[config.mk]
export PLATFORM = sky130hd
export DESIGN_NAME = sd_req_arbiter
export DESIGN_NICKNAME = d
export VERILOG_FILES = /design/src/rtl/sd_arb_pkg.sv /design/src/rtl/sd_arb_rr.sv /design/src/rtl/sd_req_arbiter.sv
export SDC_FILE = /design/constraint.sdc
export NUM_CORES = 1
export LEC_CHECK = 0
export CAP_MARGIN = 20
export CORE_MARGIN = 2
export CORE_UTILIZATION = 31
export DETAILED_ROUTE_END_ITERATION = 8
export GPL_ROUTABILITY_DRIVEN = 0
export PLACE_DENSITY = 0.71
export RECOVER_POWER = 100
export SYNTH_ARGS = -nofsm -noshare
export SYNTH_HDL_FRONTEND = slang
export SYNTH_HIERARCHICAL = 1
export SYNTH_SLANG_ARGS = --single-unit
[constraint.sdc]
create_clock -name clk_sys -period 3.5 [get_ports clk_sys]
set_clock_uncertainty 0.15 [all_clocks]
set_input_delay 0.525 -clock clk_sys [delete_from_list [all_inputs] [get_ports clk_sys]]
set_output_delay 0.525 -clock clk_sys [all_outputs]
set_load 0.1 [all_outputs]
[src/rtl/sd_arb_pkg.sv]
// ============================================================================
// Module   : sd_arb_pkg
// Purpose  : Shared types and constants for the SD block-request arbiter.
// Revision : 1.0 - initial release
// ============================================================================
`default_nettype none

package sd_arb_pkg;

  localparam int SD_ARB_CLIENTS = 2;

  typedef enum logic [2:0] {
    ST_IDLE    = 3'd0,
    ST_ACKWAIT = 3'd1,
    ST_REQ     = 3'd2,
    ST_XFER    = 3'd3,
    ST_DONE    = 3'd4
  } sd_arb_state_e;

  typedef enum logic {
    SD_OP_RD = 1'b0,
    SD_OP_WR = 1'b1
  } sd_op_e;

endpackage

`default_nettype wire

[src/rtl/sd_arb_rr.sv]
// ============================================================================
// Module   : sd_arb_rr
// Purpose  : Two-input round-robin picker; the client not served last wins.
// Revision : 1.0 - initial release
// ============================================================================
`default_nettype none

module sd_arb_rr
  import sd_arb_pkg::*;
(
  input  logic [SD_ARB_CLIENTS-1:0] eligible,
  input  logic                      rr_last,
  output logic [SD_ARB_CLIENTS-1:0] pick,
  output logic                      valid
);

  always_comb begin
    pick = '0;
    case (eligible)
      2'b01:   pick = 2'b01;
      2'b10:   pick = 2'b10;
      2'b11:   pick = rr_last ? 2'b01 : 2'b10;
      default: pick = '0;
    endcase
  end

  assign valid = |eligible;

endmodule

`default_nettype wire

[src/rtl/sd_req_arbiter.sv]
// ============================================================================
// Module   : sd_req_arbiter
// Purpose  : Round-robin sharing of the SD block-request channel between
//            two disk clients, following the sd_ack handshake.
// Options  : SD_ARB_TIMEOUT_EN - abort a request not acked within TIMEOUT.
// Revision : 1.0 - initial release
// ============================================================================
`default_nettype none

module sd_req_arbiter
  import sd_arb_pkg::*;
#(
  parameter int unsigned TIMEOUT = 10_000_000
) (
  input  logic        clk_sys,
  input  logic        reset,
  input  logic [31:0] c0_lba,
  input  logic [31:0] c1_lba,
  input  logic        c0_rd,
  input  logic        c1_rd,
  input  logic        c0_wr,
  input  logic        c1_wr,
  output logic        c0_done,
  output logic        c1_done,
  output logic        c0_err,
  output logic        c1_err,
  output logic        c0_buff_wr,
  output logic        c1_buff_wr,
  input  logic [7:0]  c0_buff_din,
  input  logic [7:0]  c1_buff_din,
  output logic [31:0] sd_lba,
  output logic [1:0]  sd_rd,
  output logic [1:0]  sd_wr,
  input  logic        sd_ack,
  input  logic        sd_buff_wr,
  output logic [7:0]  sd_buff_din,
  output logic [1:0]  grant
);

  sd_arb_state_e state_q, state_d;
  logic [1:0]    grant_q, grant_d;
  logic [1:0]    sd_rd_q, sd_rd_d;
  logic [1:0]    sd_wr_q, sd_wr_d;
  logic [1:0]    done_q, done_d;
  logic [31:0]   lba_q, lba_d;
  logic          rr_last_q, rr_last_d;

  logic [1:0]    eligible;
  logic [1:0]    pick;
  logic          pick_valid;
  sd_op_e        op_sel;
  logic [31:0]   lba_sel;

`ifdef SD_ARB_TIMEOUT_EN
  localparam logic [31:0] TMO_LAST = 32'(TIMEOUT - 1);
  logic [31:0] tmo_cnt_q, tmo_cnt_d;
  logic [1:0]  err_q, err_d;
`endif

  assign eligible = {c1_rd | c1_wr, c0_rd | c0_wr};

  sd_arb_rr u_rr (
    .eligible (eligible),
    .rr_last  (rr_last_q),
    .pick     (pick),
    .valid    (pick_valid)
  );

  // Read wins over write when a client raises both levels at once.
  always_comb begin
    if (pick[1]) begin
      op_sel  = c1_rd ? SD_OP_RD : SD_OP_WR;
      lba_sel = c1_lba;
    end else begin
      op_sel  = c0_rd ? SD_OP_RD : SD_OP_WR;
      lba_sel = c0_lba;
    end
  end

  always_comb begin
    state_d   = state_q;
    grant_d   = grant_q;
    sd_rd_d   = sd_rd_q;
    sd_wr_d   = sd_wr_q;
    lba_d     = lba_q;
    rr_last_d = rr_last_q;
    done_d    = '0;
`ifdef SD_ARB_TIMEOUT_EN
    tmo_cnt_d = tmo_cnt_q;
    err_d     = '0;
`endif
    case (state_q)
      ST_IDLE: begin
        if (sd_ack) begin
          state_d = ST_ACKWAIT;
        end else if (pick_valid) begin
          grant_d = pick;
          lba_d   = lba_sel;
          if (op_sel == SD_OP_RD) sd_rd_d = pick;
          else                    sd_wr_d = pick;
`ifdef SD_ARB_TIMEOUT_EN
          tmo_cnt_d = '0;
`endif
          state_d = ST_REQ;
        end
      end
      ST_ACKWAIT: begin
        if (!sd_ack) state_d = ST_IDLE;
      end
      ST_REQ: begin
        if (sd_ack) begin
          sd_rd_d = '0;
          sd_wr_d = '0;
          state_d = ST_XFER;
        end
`ifdef SD_ARB_TIMEOUT_EN
        else if (tmo_cnt_q == TMO_LAST) begin
          sd_rd_d   = '0;
          sd_wr_d   = '0;
          err_d     = grant_q;
          rr_last_d = grant_q[1];
          grant_d   = '0;
          state_d   = ST_IDLE;
        end else begin
          tmo_cnt_d = tmo_cnt_q + 32'd1;
        end
`endif
      end
      ST_XFER: begin
        if (!sd_ack) begin
          done_d  = grant_q;
          state_d = ST_DONE;
        end
      end
      ST_DONE: begin
        rr_last_d = grant_q[1];
        grant_d   = '0;
        state_d   = ST_IDLE;
      end
      default: state_d = ST_IDLE;
    endcase
  end

  always_ff @(posedge clk_sys) begin
    if (reset) begin
      state_q   <= ST_IDLE;
      grant_q   <= '0;
      sd_rd_q   <= '0;
      sd_wr_q   <= '0;
      lba_q     <= '0;
      done_q    <= '0;
      rr_last_q <= 1'b1;
`ifdef SD_ARB_TIMEOUT_EN
      tmo_cnt_q <= '0;
      err_q     <= '0;
`endif
    end else begin
      state_q   <= state_d;
      grant_q   <= grant_d;
      sd_rd_q   <= sd_rd_d;
      sd_wr_q   <= sd_wr_d;
      lba_q     <= lba_d;
      done_q    <= done_d;
      rr_last_q <= rr_last_d;
`ifdef SD_ARB_TIMEOUT_EN
      tmo_cnt_q <= tmo_cnt_d;
      err_q     <= err_d;
`endif
    end
  end

  assign sd_lba  = lba_q;
  assign sd_rd   = sd_rd_q;
  assign sd_wr   = sd_wr_q;
  assign grant   = grant_q;
  assign c0_done = done_q[0];
  assign c1_done = done_q[1];

`ifdef SD_ARB_TIMEOUT_EN
  assign c0_err = err_q[0];
  assign c1_err = err_q[1];
`else
  assign c0_err = 1'b0;
  assign c1_err = 1'b0;
`endif

  // Buffer strobes outside XFER never reach a client.
  assign c0_buff_wr  = sd_buff_wr & (state_q == ST_XFER) & grant_q[0];
  assign c1_buff_wr  = sd_buff_wr & (state_q == ST_XFER) & grant_q[1];
  assign sd_buff_din = grant_q[1] ? c1_buff_din :
                       grant_q[0] ? c0_buff_din : 8'h00;

endmodule

`default_nettype wire

==> flow_summary.yaml <==
logic_synthesis:
  syn_inst: 214
  avgSynthCellArea_sq_um: 9.746
  seq_area_frac_synth_pct: 42.23
  synth_area_sq_um: 2086
  ys_ff_latch: 44
  yosys_warnings: 6
  synth_cell_types: 31
power_and_ir_drop:
  power_uw: 1510
  ir_drop_v: 0.0001755
  power.density_nw_per_um2: 431.0
  leakagePower_uw: 0.001410
setup_path:
  cp_slowest_cell: "clkbuf_1"
  cp_cell_sequence: "clkdlybuf4s50_1, and3_1, clkbuf_1"
  worstPathArrival_ps: 2010
  cp-end-kind: "output port"
  path_max_fanout: 2
  critPathRequiredTime_ps: 2820
  start_kind: "input port"
  critical_path_class: "input port to output port"
  slowest_delay_ps: 870
sta:
  rsz0062_at_grt: "false"
  period_share_pct: 76.74
  timing.fmax_ghz: 0.3723
  worst_pin_slew_ps: 2029
  hold_viol_final: 0
  whs_ps: 325.4
  slew-limit-headroom_pct: -35.24
  slew_violations: 44
  fin_crit_ps: 2686
  tns_ps: 0
  finalSetupViolCount: 0
die:
  boundaryPins: 140
  start_util_pct: 32.48
  core_sq_um: 6422
  die_y_um: 86.03
  die_area_sq_um: 7400
  chipWidth_um: 86.03
  fp-row-count: 29
run_status:
  failed_checks: "max-capacitance violations, max-slew violations"
  outcome: "complete, but fails checks"
final_layout:
  stdcell_area_sq_um: 3503
  antennaDiodeCount: 0
  drive_gt1_share_pct: 7.826
  nNetsFinal: 432
  area_delta_synth_final_pct: 67.97
  final_common_cell: "clkdlybuf4s50_1"
  finalNonFillerCells: 422
  layout_common_cells: "clkdlybuf4s50_1 (85), dfxtp_1 (44), dlygate4sd3_1 (39)"
route:
  ant_nets: 0
  drc: 0
  post_drt_via_cell_ratio: 4.756
  drt-total-wl_mm: 5.660
  drtIter0Drc: 72
  wire_per_inst_um: 13.41
  vias: 2007
  drt_pass1_iterations: 4
placement:
  dp.cells: 414
  hpwlAfterDp_mm: 4.377
  postPlaceCellArea_sq_um: 3467
  portBuffers: 137
clock_network:
  cts_root_buf: "clkbuf_8"
  cts_buffers: 5
  post-cts-setup-buffers: 0
  clock_sinks: 44
  cts_hold_buffers: 0
  clkTransAtPathRegs_ps: 80
  post_cts_resize_count: 0
  cts_buffer_depth: 2
  insertion_delay_ps: 290
  htreeDepth: 2
  cts_tree: "done"
global_route:
  grt_pass1_vias: 2017
  antenna_found_initial: 0
  gr-total-overflow: 0
  grt_pass1_wl_mm: 9.321
  grt_max_degree: 44
  grt_use_total_pct: 15.67
flow_run:
  maxCapViolCount: 1
min_path:
  hp-class: "register to register"
-- cell usage after synthesis (all sizes together) --
cell / count / area (sq um)
a21oi: 1 / 5.000
buf: 12 / 76.32
nand2: 4 / 15.01
or3b: 1 / 8.760
and3: 2 / 12.51
and3b: 1 / 8.760
conb: 1 / 3.750
dfxtp: 44 / 880.8
a2111oi: 1 / 8.760
inv: 2 / 7.510
a22o: 8 / 70.07
a311o: 1 / 10.01
nor3: 2 / 15.01
nor3b: 1 / 7.510
a211oi: 32 / 290.3
and2: 2 / 12.51
o21ai: 2 / 10.01
mux2i: 37 / 370.4
clkbuf: 7 / 26.28
a21boi: 4 / 30.02
nor2: 37 / 138.9
nand2b: 5 / 31.28
nor2b: 2 / 12.51
a22oi: 2 / 15.01
or2: 3 / 18.77
-- critical path, delay by kind of cell --
kind,cells,cell delay (ps)
AND/OR/NAND/NOR,1,150
buffers and inverters,2,1340
-- cells by family after synthesis --
family | synth area share (%)
compound gates | 21.06
flops | 42.23
simple gates | 13.50
mux | 17.76
other cells | 0.1798
buf+inv | 5.279
-- per-stage QoR --
step / utilization, % / setup WS, ps
detailed placement: 53.98 / 726.7
CTS: 55.39 / 960.5
floorplan: - / 616.1
global route: 54.55 / 680.7
finish: 54.55 / 814.1
global placement: 53.98 / 818.4
-- power by group --
group / switching [uW] / leakage, uW / internal [uW]
sequential: 20.4 / 0.000362 / 540
combinational: 434 / 0.00100 / 197
clock: 158 / 0.0000455 / 161
-- registers in the layout (all words and copies together), names as in the netlist --
register and count:
sd_lba 32, grant 2, sd_rd 2, rr_last_q 1
state_q 3, done_q 2, sd_wr 2
-- area by class of cell --
type / instances / area, sq um
clock buffers: 8 / 90.09
fillers: 605 / 2919
inverters: 2 / 7.507
multi-input cells: 150 / 1079
flip-flops and latches: 44 / 880.8
well taps: 77 / 96.34
repair buffers: 141 / 1350
-- final timing paths --
path                                         startpoint                       to  slack (ps)  cells past startpoint
worst min register to register    sd_rd[1]$_SDFFE_PP0P_    sd_rd[1]$_SDFFE_PP0P_         330                      2
worst min-delay path              sd_rd[1]$_SDFFE_PP0P_    sd_rd[1]$_SDFFE_PP0P_         330                      2
worst max register to register  state_q[1]$_SDFFE_PP0P_  sd_lba[27]$_SDFFE_PP0P_        1530                      5
worst max-delay path                         sd_buff_wr               c1_buff_wr         810                      3
-- metal layers --
metal	vias to the layer above	wire, um	track usage (%)
met5	-	0	0
met4	0	58	5.051
met3	5	397	4.427
met2	64	2908	26.71
met1	911	2296	18.99
li1	1027	-	-
No activity file was read; power rests on OpenSTA's default activity.
